## src/rtl/tnn_acc_pkg.sv

```systemverilog
// -----------------------------------------------------------------------------
// tnn_acc_pkg
// Shared constants and helpers for the partial-sum accumulator and the
// fixed-point scaler / requantiser stages that consume its output.
//   FEATURE_WIDTH_DEF : feature width expected by the scaler's feature input
//   PSUM_WIDTH_DEF    : signed partial-sum width produced by the PE array
//   CNT_WIDTH_DEF     : tile counter width (max group length 2^CNT_WIDTH-1)
//   acc_width()       : internal accumulator width that can never overflow
//   sat_to_width()    : behavioural signed clamp of a 64-bit value to fw bits
// -----------------------------------------------------------------------------
package tnn_acc_pkg;

   localparam int FEATURE_WIDTH_DEF = 32;
   localparam int PSUM_WIDTH_DEF    = 24;
   localparam int CNT_WIDTH_DEF     = 8;

   // One extra bit beyond the larger of the output width and the worst-case
   // sum of (2^cw - 1) psums, so the clamp always sees the true sign.
   function automatic int acc_width(input int fw, input int pw, input int cw);
      return ((fw > (pw + cw)) ? fw : (pw + cw)) + 1;
   endfunction

   // Signed clamp into [-2^(fw-1), 2^(fw-1)-1]; valid for fw <= 63.
   function automatic logic signed [63:0] sat_to_width(input logic signed [63:0] value,
                                                       input int fw);
      logic signed [63:0] v_hi;
      logic signed [63:0] v_lo;
      v_hi = (64'sd1 <<< (fw - 1)) - 64'sd1;
      v_lo = -v_hi - 64'sd1;
      if (value > v_hi)
         return v_hi;
      else if (value < v_lo)
         return v_lo;
      else
         return value;
   endfunction

endpackage

```

## src/rtl/sat_clamp.sv

```systemverilog
// -----------------------------------------------------------------------------
// sat_clamp
// Combinational signed saturation from IN_W bits down to OUT_W bits.
// Requires IN_W > OUT_W.
//   i_value : signed wide input
//   o_value : clamped value, [-2^(OUT_W-1), 2^(OUT_W-1)-1]
//   o_sat   : high when i_value did not fit and was clamped
// -----------------------------------------------------------------------------
module sat_clamp #(
   parameter int IN_W  = 33,
   parameter int OUT_W = 32
) (
   input  logic [IN_W-1:0]  i_value,
   output logic [OUT_W-1:0] o_value,
   output logic             o_sat
);

   // The value fits iff every bit from the output sign bit upwards is a copy
   // of the input sign bit.
   logic [IN_W-OUT_W:0] w_top;
   logic                w_fits;

   assign w_top  = i_value[IN_W-1:OUT_W-1];
   assign w_fits = (&w_top) | ~(|w_top);

   always_comb begin
      o_sat   = ~w_fits;
      o_value = i_value[OUT_W-1:0];
      if (!w_fits) begin
         if (i_value[IN_W-1])
            o_value = {1'b1, {(OUT_W-1){1'b0}}};
         else
            o_value = {1'b0, {(OUT_W-1){1'b1}}};
      end
   end

endmodule

```

## src/rtl/psum_accumulator.sv

```systemverilog
// -----------------------------------------------------------------------------
// psum_accumulator
// Sums signed partial sums over cfg_num_tiles input-channel tiles per output
// pixel and emits one saturated FEATURE_WIDTH result per group. A separate
// output register lets the next group accumulate while a result waits.
//
// Optional feature macro: PSUM_ACCUMULATOR_BIAS_EN
//   When defined, adds in_bias, which is added into the accumulator on the
//   first beat of each group.
//
// Ports:
//   clk, rst_n     : clock (rising edge), asynchronous active-low reset
//   clear          : synchronous flush of group and output state
//   cfg_num_tiles  : tiles per group (0 treated as 1), sampled on first beat
//   in_valid/ready : partial-sum handshake, in_psum signed PSUM_WIDTH
//   in_bias        : (macro only) signed FEATURE_WIDTH bias, first beat only
//   out_valid/ready: result handshake
//   out_data       : signed saturated group sum
//   out_sat        : out_data was clamped
// -----------------------------------------------------------------------------
module psum_accumulator
   import tnn_acc_pkg::*;
#(
   parameter int FEATURE_WIDTH = FEATURE_WIDTH_DEF,
   parameter int PSUM_WIDTH    = PSUM_WIDTH_DEF,
   parameter int CNT_WIDTH     = CNT_WIDTH_DEF
) (
   input  logic                     clk,
   input  logic                     rst_n,
   input  logic                     clear,
   input  logic [CNT_WIDTH-1:0]     cfg_num_tiles,
   input  logic                     in_valid,
   output logic                     in_ready,
   input  logic [PSUM_WIDTH-1:0]    in_psum,
`ifdef PSUM_ACCUMULATOR_BIAS_EN
   input  logic [FEATURE_WIDTH-1:0] in_bias,
`endif
   output logic                     out_valid,
   input  logic                     out_ready,
   output logic [FEATURE_WIDTH-1:0] out_data,
   output logic                     out_sat
);

   localparam int ACC_W = acc_width(FEATURE_WIDTH, PSUM_WIDTH, CNT_WIDTH);

   logic [CNT_WIDTH-1:0]     r_cnt;
   logic [CNT_WIDTH-1:0]     r_len;
   logic [ACC_W-1:0]         r_acc;
   logic                     r_out_valid;
   logic [FEATURE_WIDTH-1:0] r_out_data;
   logic                     r_out_sat;

   logic                     w_first;
   logic [CNT_WIDTH-1:0]     w_len_first;
   logic [CNT_WIDTH-1:0]     w_len_eff;
   logic                     w_last;
   logic                     w_beat;
   logic [ACC_W-1:0]         w_psum_ext;
   logic [ACC_W-1:0]         w_first_base;
   logic [ACC_W-1:0]         w_acc_base;
   logic [ACC_W-1:0]         w_acc_next;
   logic [FEATURE_WIDTH-1:0] w_clamped;
   logic                     w_clamp_sat;

   assign w_first     = (r_cnt == '0);
   assign w_len_first = (cfg_num_tiles == '0) ? CNT_WIDTH'(1) : cfg_num_tiles;
   // On a first beat the group length is not yet registered, so use the
   // live configuration to decide whether this beat also closes the group.
   assign w_len_eff   = w_first ? w_len_first : r_len;
   assign w_last      = (r_cnt == (w_len_eff - CNT_WIDTH'(1)));

   // Only a group-closing beat can be blocked, and only by a held result.
   assign in_ready = ~(r_out_valid & ~out_ready & w_last);
   assign w_beat   = in_valid & in_ready;

   assign w_psum_ext = {{(ACC_W-PSUM_WIDTH){in_psum[PSUM_WIDTH-1]}}, in_psum};

`ifdef PSUM_ACCUMULATOR_BIAS_EN
   assign w_first_base = {{(ACC_W-FEATURE_WIDTH){in_bias[FEATURE_WIDTH-1]}}, in_bias};
`else
   assign w_first_base = '0;
`endif

   // A first beat discards whatever the previous group left in r_acc.
   assign w_acc_base = w_first ? w_first_base : r_acc;
   assign w_acc_next = w_acc_base + w_psum_ext;

   sat_clamp #(
      .IN_W  (ACC_W),
      .OUT_W (FEATURE_WIDTH)
   ) u_sat_clamp (
      .i_value (w_acc_next),
      .o_value (w_clamped),
      .o_sat   (w_clamp_sat)
   );

   always_ff @(posedge clk or negedge rst_n) begin
      if (!rst_n) begin
         r_cnt       <= '0;
         r_len       <= '0;
         r_acc       <= '0;
         r_out_valid <= 1'b0;
         r_out_data  <= '0;
         r_out_sat   <= 1'b0;
      end else if (clear) begin
         r_cnt       <= '0;
         r_acc       <= '0;
         r_out_valid <= 1'b0;
         r_out_sat   <= 1'b0;
      end else begin
         if (r_out_valid && out_ready)
            r_out_valid <= 1'b0;

         if (w_beat) begin
            if (w_first)
               r_len <= w_len_first;
            r_acc <= w_acc_next;
            if (w_last) begin
               // Overrides the consume above, so len=1 streams every cycle.
               r_cnt       <= '0;
               r_out_valid <= 1'b1;
               r_out_data  <= w_clamped;
               r_out_sat   <= w_clamp_sat;
            end else begin
               r_cnt <= r_cnt + CNT_WIDTH'(1);
            end
         end
      end
   end

   assign out_valid = r_out_valid;
   assign out_data  = r_out_data;
   assign out_sat   = r_out_sat;

endmodule
```

## config.mk

```make
export PLATFORM = sky130hd
export DESIGN_NAME = psum_accumulator
export DESIGN_NICKNAME = d
export VERILOG_FILES = /design/src/rtl/tnn_acc_pkg.sv /design/src/rtl/sat_clamp.sv /design/src/rtl/psum_accumulator.sv
export SDC_FILE = /design/constraint.sdc
export NUM_CORES = 1
export LEC_CHECK = 0
export ABC_CLOCK_PERIOD_IN_PS = 4100
export BUFFER_PORTS_ARGS = -buffer_cell sky130_fd_sc_hd__buf_2
export CAP_MARGIN = 10
export CELL_PAD_IN_SITES_DETAIL_PLACEMENT = 0
export CELL_PAD_IN_SITES_GLOBAL_PLACEMENT = 1
export CORE_MARGIN = 4
export CORE_UTILIZATION = 42
export CTS_BUF_LIST = sky130_fd_sc_hd__clkbuf_2 sky130_fd_sc_hd__clkbuf_4 sky130_fd_sc_hd__clkbuf_8
export DETAILED_ROUTE_END_ITERATION = 7
export GPL_TIMING_DRIVEN = 1
export HOLD_SLACK_MARGIN = 0.12
export MAX_ROUTING_LAYER = met4
export PLACE_DENSITY = 0.87
export SLEW_MARGIN = 20
export SYNTH_ARGS = -nofsm -noshare
export SYNTH_HDL_FRONTEND = slang
export SYNTH_SLANG_ARGS = --single-unit
```

## constraint.sdc

```tcl
create_clock -name clk -period 4.1 [get_ports clk]
set_input_delay 0.205 -clock clk [delete_from_list [all_inputs] [get_ports clk]]
set_output_delay 0.205 -clock clk [all_outputs]
set_load 0.01 [all_outputs]
```

; After elaboration in Yosys (flattened, before gate mapping)
; Cells that the tools add are included.
[totals]
ff_bits = 83
inputBits = 37
output_inout_bits = 35
elab_cells = 46
[classes]
add_sub_neg = 3
eq_ne = 1
muxes = 17
bitwise = 9
reduce_logical = 10
[ops]
columns = op, n
row1 = $mux W33, 3
row2 = $mux W32, 2
row3 = $mux W8, 5
row4 = $add A33 B33 Y33, 1
row5 = $logic_not A8 Y1, 2
row6 = $add A8 B1 Y8 const B, 1
row7 = $eq A8 B8 Y1, 1
row8 = $sub A8 B1 Y8 const B, 1
row9 = $mux W1, 7
row10 = $reduce_and A2 Y1, 3
row11 = $not A1 Y1, 5
row12 = $reduce_bool A2 Y1, 2
row13 = $and A1 B1 Y1, 3
row14 = $reduce_and A3 Y1, 1
row15 = $reduce_or A2 Y1, 1
row16 = $logic_and A1 B1 Y1, 1
row17 = $or A1 B1 Y1, 1

; Depth between registers and ports, before layout
; Gate-level depths: netlist (run 1).
[logic_depth]
word_depth = 10
ltp_mapped = 20
mapped_depth_nobuf = 18

; Hierarchy
; From an unflattened synthesis (run 1), not the netlist that was laid out.
[hier_totals]
hier_cells = 629
hier_area_um2 = 6093.3
[modules_own_cells]
columns = module, n_inst, cells_each, area_each_um2, seq_area_each_um2
row1 = psum_accumulator, 1, 585, 5729.2, 2077.0
row2 = sat_clamp, 1, 44, 364.1, 0.0

; Least setup slack after synthesis (run 1)
; OpenSTA, ideal clock, no wires.
[synth_path]
kind = register to register
start = register r_cnt[0]
end = register r_out_data[10], in the netlist out_data[10]
setup_ns = 0.124
t_arrival_ns = 4.103
path_slack_ns = -0.127
path_stages_with_launch = 20
n_path_buf = 3
synth_period_minus_slack_ns = 4.227
path_cell_list = dfrtp_1 inv_1 ha_1 nor3b_1 nand2_1 buf_2 clkbuf_1 nand2_1 fa_1 nand2b_1 a21oi_1 o21ai_2 a211o_1 nand3_1 a31oi_2 mux2i_1 a2111oi_4 buf_2 a211oi_1 a211o_1
[synth_via]
elab_chain_len = 8
[synth_rtl]
columns = element, line_no
row1 = start: declaration, psum_accumulator.sv:46  ; logic [CNT_WIDTH-1:0] r_cnt;
row2 = start signal: assignment, psum_accumulator.sv:125  ; r_cnt <= r_cnt + CNT_WIDTH'(1);
row3 = $logic_not A8 Y1, psum_accumulator.sv:65  ; assign w_first = (r_cnt == '0);
row4 = $mux W8, --
row5 = $sub A8 B1 Y8, psum_accumulator.sv:70  ; assign w_last = (r_cnt == (w_len_eff - CNT_WIDTH'(1)));
row6 = $eq A8 B8 Y1, psum_accumulator.sv:70
row7 = $and A1 B1 Y1, psum_accumulator.sv:73  ; assign in_ready = ~(r_out_valid & ~out_ready & w_last);
row8 = $not A1 Y1, psum_accumulator.sv:73
row9 = $and A1 B1 Y1, psum_accumulator.sv:74  ; assign w_beat = in_valid & in_ready;
row10 = $reduce_and A3 Y1 (no line), --
row11 = end signal: assignment, psum_accumulator.sv:122  ; r_out_data <= w_clamped;
row12 = end: declaration, psum_accumulator.sv:50  ; logic [FEATURE_WIDTH-1:0] r_out_data;
; Several ways; a longest one is shown, not always the timed one.
; A chain may end at the register's enable or synchronous reset.

; Worst setup path after layout (run 1)
[layout_path]
start = register r_cnt[1]
end = register r_out_data[2], in the netlist out_data[2]
; The elaborated chain is that of the path after synthesis.

==> impl_metrics.tcl, run 1 <==
set metrics [dict create \
    clock_insertion_delay_worst_skew_ns 0.38 \
    post_drt_via_cell_ratio 5.744 \
    track_usage 0.2068 \
    via_count_of_the_first_global_routing_pass 5233 \
    async_flop_share 1.000 \
    dp_slack_ns -0.3623 \
    area.growth.synth_to_final_pct 33.84 \
    nFillCells 1121 \
    top_cells_by_instance_count_after_synthesis "dfrtp_1, o21ai_0, nand2_1, a21oi_1, and2_1" \
    met2_usage 0.3419 \
    nNetsFinal 845 \
    dp.cells 906 \
    place.port_buffers 71 \
    average_size_of_a_mapped_cell_sq_um 9.212 \
    synth.net_count 694 \
    max_cap_viol_count 0 \
    synth_edf_count 0 \
    cts_buf_count 9 \
    antenna_violating_nets_post_route 0 \
    final.setup.worst_slack_ns 0.01072 \
    antenna_found_initial 0 \
    syn_area_sq_mm 0.005720 \
    wire_length_of_the_first_global_routing_pass_microns 25890 \
    gp_congestion 0.9014 \
    unique_masters_post_synth 57 \
    status "finished, final reports clean" \
    grt_start_max_net_pins 84 \
    grt_most_used_layer "met2" \
    synth-seq-cells 83 \
    detail_route.drc_violations 0 \
    synth_flop_cell "dfrtp_1" \
    synth_area_leaders "dfrtp_1, ha_1, o21ai_0" \
    yosysMostFrequentCell "dfrtp_1" \
    post-synth-top-area-cell "dfrtp_1" \
    tightest_slew_ns 0.7825 \
    boundaryPins 72 \
    ys_seq_area_frac 0.3631 \
    fp.coreArea_sq_mm 0.01330 \
    finish.utilization 0.5759 \
    powerDensity_mw_per_mm2 365.5 \
    floorplan.initialDensity 0.4303 \
    dieWidth_microns 124.7 \
    crit_required_ns 4.37 \
    ir_worst_vdd_v 0.0002490 \
    final_cell_count_no_fill 953 \
    floorplan.die_area_sq_mm 0.01555 \
    h_tree_depth 3 \
    clk_root_buffer_cell "clkbuf_8" \
    timing_worst_setup_path_type "reg -> reg" \
    drtPass1Iterations 5 \
    cpMaxStageDelayCell "dfrtp_1" \
    static-leakage-power_nw 3.750 \
    critPathMaxFanout 8 \
    drtIter0Drc 355 \
    largest_incremental_delay_on_the_critical_path_ns 0.41 \
    postSynthCellCount 621 \
    floorplan.die.height_microns 124.7 \
    slew_viol_final 0 \
    slew-limit-headroom 0.4783 \
    data_arrival_critical_path_ns 4.36 \
    cts_max_path_buffers 2 \
    final.setup_skew_ns 0.01447 \
    critPathCaptureType "flip-flop" \
    setup-violations-final 0 \
    synth_largest_type_area_fraction 0.3631 \
    final_layout_size_suffix_gt1_frac 0.3269 \
    total_power_mw 2.798 \
    final_min_period_over_clock_period 0.9974 \
    fp-row-count 42 \
    critical_path_cell_sequence "inv_2 -> ha_4 -> nor3b_4 -> nand2_2 -> buf_6 -> buf_12 -> and2_1 -> ha_1 -> and3_4 -> nand4_1 -> a211o_1 -> nand3_2 -> a31oi_4 -> mux2i_2 -> a2111oi_4 -> buf_6 -> buf_12 -> a21oi_4 -> a221o_1" \
    grtUsageMet3 0.03988 \
    wl_per_cell_microns 18.15 \
    grtUsageMet1 0.2610 \
    detailed_place_hpwl_microns 11090 \
    grt_setup_unrepaired "true" \
    drt_wl_total_microns 17300 \
    numClockSinks 83 \
    timing.final.hold_violations 0 \
    route.vias.total 5474 \
    worst_setup_path_start_kind "flip-flop" \
    antennaDiodeCount 0 \
    clock.fmax_mhz 244.5 \
    worst_min_delay_path_class "in -> reg" \
    period_minus_slack_ns 4.089 \
    clock_tree_from_tritoncts "yes" \
    clkTransAtPathRegs_ns 0.09 \
    grt_overflow 0 \
    yosysWarningCount 0 \
]
==> routing by layer <==
| layer | up-vias | share of wire |
|---|---|---|
| met3 | 32 | 0.048 |
| li1 | 2585 | - |
| met4 | 0 | 0.020 |
| met5 | - | 0 |
| met1 | 2693 | 0.44 |
| met2 | 164 | 0.50 |
==> layout make-up <==
class	instances	area [sq um]	share of cell area
Multi-Input combinational cell	486	3787	0.4947
Sequential cell	83	2077	0.2713
Timing Repair Buffer	174	1272	0.1662
Tap cell	176	220.2	0.02876
Clock buffer	12	158.9	0.02075
Clock inverter	4	72.57	0.009479
Inverter	18	67.56	0.008825
==> sequential cells by signal, indices dropped and copies added (netlist names) <==
signal     flops
out_data      32
out_sat        1
out_valid      1
r_acc         33
r_cnt          8
r_len          8
==> worst max-delay path: cells and delay by family, from the launching register on <==
kind | cells | cell delay [ns]
mux | 1 | 0.18
compound gates | 5 | 1.21
simple gates | 6 | 0.99
flops | 1 | 0.41
fa+ha+maj | 2 | 0.48
buf+inv | 5 | 0.72
==> kinds of logic after synthesis <==
kind of cell             count (synthesis)  synth area share
AO/OA/AOI/OAI                          221            0.2603
AND/OR/NAND/NOR                        174            0.1640
flip-flops                              83            0.3631
buffers and inverters                   53           0.04549
XOR/XNOR                                41           0.06277
adder cells (fa/ha/maj)                 36           0.08005
multiplexers                            13           0.02428
==> final timing paths <==
check	startpoint	end	slack (ns)	cells past startpoint
max in group asynchronous	rst_n	out_data[18]$_DFFE_PN0P_	3.11	2
setup reg to reg	r_cnt[1]$_DFFE_PN0P_	out_data[2]$_DFFE_PN0P_	0.01	19
hold reg to reg	r_acc[8]$_DFFE_PN0P_	r_acc[8]$_DFFE_PN0P_	0.48	2
hold / removal	cfg_num_tiles[5]	r_len[5]$_DFFE_PN0P_	0.14	2
min in group asynchronous	rst_n	r_len[3]$_DFFE_PN0P_	0.46	2
setup / recovery	r_cnt[1]$_DFFE_PN0P_	out_data[2]$_DFFE_PN0P_	0.01	19
==> power by group <==
part / total [mW] / internal, mW / switching (mW)
Sequential: 1.10 / 0.978 / 0.125
Clock: 0.686 / 0.382 / 0.303
Combinational: 1.01 / 0.498 / 0.511
==> through the flow <==
| stage | area (sq um) | hold slack [ns] | TNS, ns |
|---|---|---|---|
| detailed placement | 6674 | 0.4201 | -10.07 |
| floorplan | 5743 | -0.09059 | 0 |
| global route | 7656 | 0.1296 | -2.749 |
| CTS | 7136 | 0.1246 | 0 |
| global placement | 6674 | 0.4124 | -5.579 |
| finish | 7656 | 0.1429 | 0 |
==> placed cells by master (no fill, tap or decap), types with 7 or more instances in the layout <==
| master | instances |
|---|---|
| dfrtp_1 | 83 |
| buf_4 | 83 |
| buf_2 | 70 |
| o21ai_0 | 54 |
| nand2_1 | 52 |
| and2_1 | 35 |
| a21oi_1 | 34 |
| a211oi_1 | 28 |
| a211o_1 | 27 |
| xnor2_1 | 24 |
| ha_1 | 19 |
| nor2_1 | 17 |
| xor2_1 | 16 |
| a21o_1 | 16 |
| ha_4 | 16 |
| inv_1 | 15 |
| clkbuf_8 | 11 |
| buf_6 | 11 |
| a31oi_1 | 10 |
| nand3_1 | 9 |
| o211ai_1 | 8 |
| nand2b_1 | 7 |
| a22o_1 | 7 |
| mux2_2 | 7 |
==> what timing repair did <==
item                                   in CTS  in global routing
gates resized for setup                    17                 57
buffers inserted                           10                 10
hold buffers                                4                  0
setup endpoints to repair                  33                 34
endpoints found under the hold margin      86                  0
cloned                                      2                  5
pin swaps                                   5                 26
(Power assumes the default switching activity.)
==> run 2, diff against run 1 <==
--- a/config.mk
+++ b/config.mk
@@ -18,6 +18,8 @@
 export HOLD_SLACK_MARGIN = 0.12
 export MAX_ROUTING_LAYER = met4
 export PLACE_DENSITY = 0.87
+export SETUP_SLACK_MARGIN = 0.15
+export SKIP_CTS_REPAIR_TIMING = 1
 export SLEW_MARGIN = 20
 export SYNTH_ARGS = -nofsm -noshare
 export SYNTH_HDL_FRONTEND = slang
==> impl_metrics.tcl, run 2 (synthesis results as in run 1) <==
set metrics [dict create \
    status "finished, final reports clean" \
    placedInstanceArea_sq_mm 0.006734 \
    final.setup_skew_ns 0.01753 \
    drtIter0Drc 395 \
    via_count_of_the_first_global_routing_pass 5307 \
    slew_viol_final 0 \
    max_ffs_per_register 33 \
    worst_min_delay_path_class "in -> reg" \
    dp.cells 905 \
    clock_tree_from_tritoncts "yes" \
    critPathMaxFanout 8 \
    powerDensity_mw_per_mm2 350.1 \
    grt_setup_unrepaired "true" \
    ir_worst_vdd_v 0.0002526 \
    route.vias.total 5435 \
    area.growth.synth_to_final_pct 33.68 \
    antenna_violating_nets_post_route 0 \
    cts_max_path_buffers 2 \
    static-leakage-power_nw 3.754 \
    h_tree_depth 3 \
    worst_setup_path_start_kind "flip-flop" \
    crit_required_ns 4.35 \
    ff_to_ff_path_depth 19 \
    final_cell_count_no_fill 951 \
    grt_start_max_net_pins 60 \
    final_design_area_no_fill_sq_mm 0.007647 \
    floorplan.die_area_sq_mm 0.01555 \
    tightest_slew_ns 0.6453 \
    period_minus_slack_ns 4.034 \
    layout.cells.most_common "dfrtp_1" \
    data_arrival_critical_path_ns 4.29 \
    worst_r2r_startpoint "r_cnt[1]$_DFFE_PN0P_" \
    place.port_buffers 71 \
    fp.coreArea_sq_mm 0.01330 \
    boundaryPins 72 \
    nFillCells 1188 \
    regMostFlops "r_acc" \
    cts_buf_count 9 \
    final.setup.worst_slack_ns 0.06550 \
    nNetsFinal 844 \
    detailed_place_hpwl_microns 11370 \
    most_used_cells_in_the_layout_excluding_fill_and_tap_cells "dfrtp_1, buf_4, buf_2" \
    timing_worst_setup_path_type "reg -> reg" \
    dieWidth_microns 124.7 \
    dp_slack_ns -0.3267 \
    drtPass1Iterations 5 \
    drt_wl_total_microns 17410 \
    fp-row-count 42 \
    gp_congestion 0.8887 \
    wl_per_cell_microns 18.30 \
    post_drt_via_cell_ratio 5.715 \
    rrSetupSlack_ns 0.07 \
    worst_setup_path_endpoint "out_data[2]$_DFFE_PN0P_" \
    clock_insertion_delay_worst_skew_ns 0.38 \
    final_layout_size_suffix_gt1_frac 0.3252 \
    max_cap_viol_count 0 \
    antennaDiodeCount 0 \
    wire_length_of_the_first_global_routing_pass_microns 26320 \
    final_min_period_over_clock_period 0.9840 \
    cp-startpoint "r_cnt[1]$_DFFE_PN0P_" \
    antenna_found_initial 0 \
    crit-reg2reg-capture "out_data[2]$_DFFE_PN0P_" \
    clkTransAtPathRegs_ns 0.08 \
    numClockSinks 83 \
    grt_overflow 0 \
    clk_root_buffer_cell "clkbuf_8" \
    floorplan.initialDensity 0.4303 \
    slew-limit-headroom 0.5698 \
    critPathCaptureType "flip-flop" \
    clock.fmax_mhz 247.9 \
    detail_route.drc_violations 0 \
    floorplan.die.height_microns 124.7 \
    track_usage 0.2089 \
    timing.final.hold_violations 0 \
    setup-violations-final 0 \
]
-- run 2: final cells by class --
class,instances,area (sq um),area share
sequential,83,2077,0.2716
inverter,18,67.56,0.008835
clock inverter,3,15.01,0.001963
multi-input combinational,485,3770,0.4930
clock buffer,12,152.6,0.01996
tap,176,220.2,0.02880
timing repair buffer,174,1345,0.1759
-- run 2: metal layers --
metal / vias to the layer above / wire length, microns / track usage
met1: 2635 / 7374 / 0.2590
li1: 2580 / - / -
met4: 0 / 335 / 0.05222
met5: - / 0 / -
met2: 187 / 8735 / 0.3518
met3: 33 / 960 / 0.04074
-- run 2: worst min path at each step --
stage / from / endpoint / slack [ns] / cells after the start
final: cfg_num_tiles[5] / r_len[5]$_DFFE_PN0P_ / 0.14 / 2
after global routing: cfg_num_tiles[5] / r_len[5]$_DFFE_PN0P_ / 0.13 / 2
after CTS: rst_n / out_data[26]$_DFFE_PN0P_ / -0.16 / 1
after detailed placement: rst_n / out_data[24]$_DFFE_PN0P_ / 0.26 / 1
after global placement: rst_n / r_len[4]$_DFFE_PN0P_ / 0.24 / 1
after floorplan: rst_n / out_data[0]$_DFFE_PN0P_ / -0.09 / 0
-- run 2: worst max-delay path: stages (launching register included) --
cell,delay [ns]
dfrtp_1,0.40
inv_2,0.09
ha_4,0.13
nor3b_4,0.29
nand2_8,0.13
clkbuf_16,0.18
and2_4,0.16
ha_4,0.26
buf_4,0.10
and3_4,0.20
nand4_1,0.11
a211o_1,0.33
nand3_2,0.12
a31oi_4,0.10
mux2i_2,0.19
a2111oi_4,0.34
buf_6,0.19
buf_12,0.15
a21oi_4,0.09
a221o_1,0.36
-- run 2: through the flow --
step | total power, mW | TNS (ns) | utilization | hold WS [ns]
after floorplan | 1.619 | 0 | - | -0.09059
after global placement | 1.953 | -4.994 | 0.5065 | 0.2413
after detailed placement | 1.979 | -8.437 | 0.5065 | 0.2580
after CTS | 2.524 | -9.234 | 0.5191 | -0.1580
after global routing | 2.829 | -1.086 | 0.5752 | 0.1324
final | 2.677 | 0 | 0.5752 | 0.1415
-- run 2: report_power, final --
group	total, mW	internal, mW	switching, mW
Sequential	1.10	0.978	0.126
Combinational	1.03	0.512	0.520
Clock	0.541	0.244	0.297
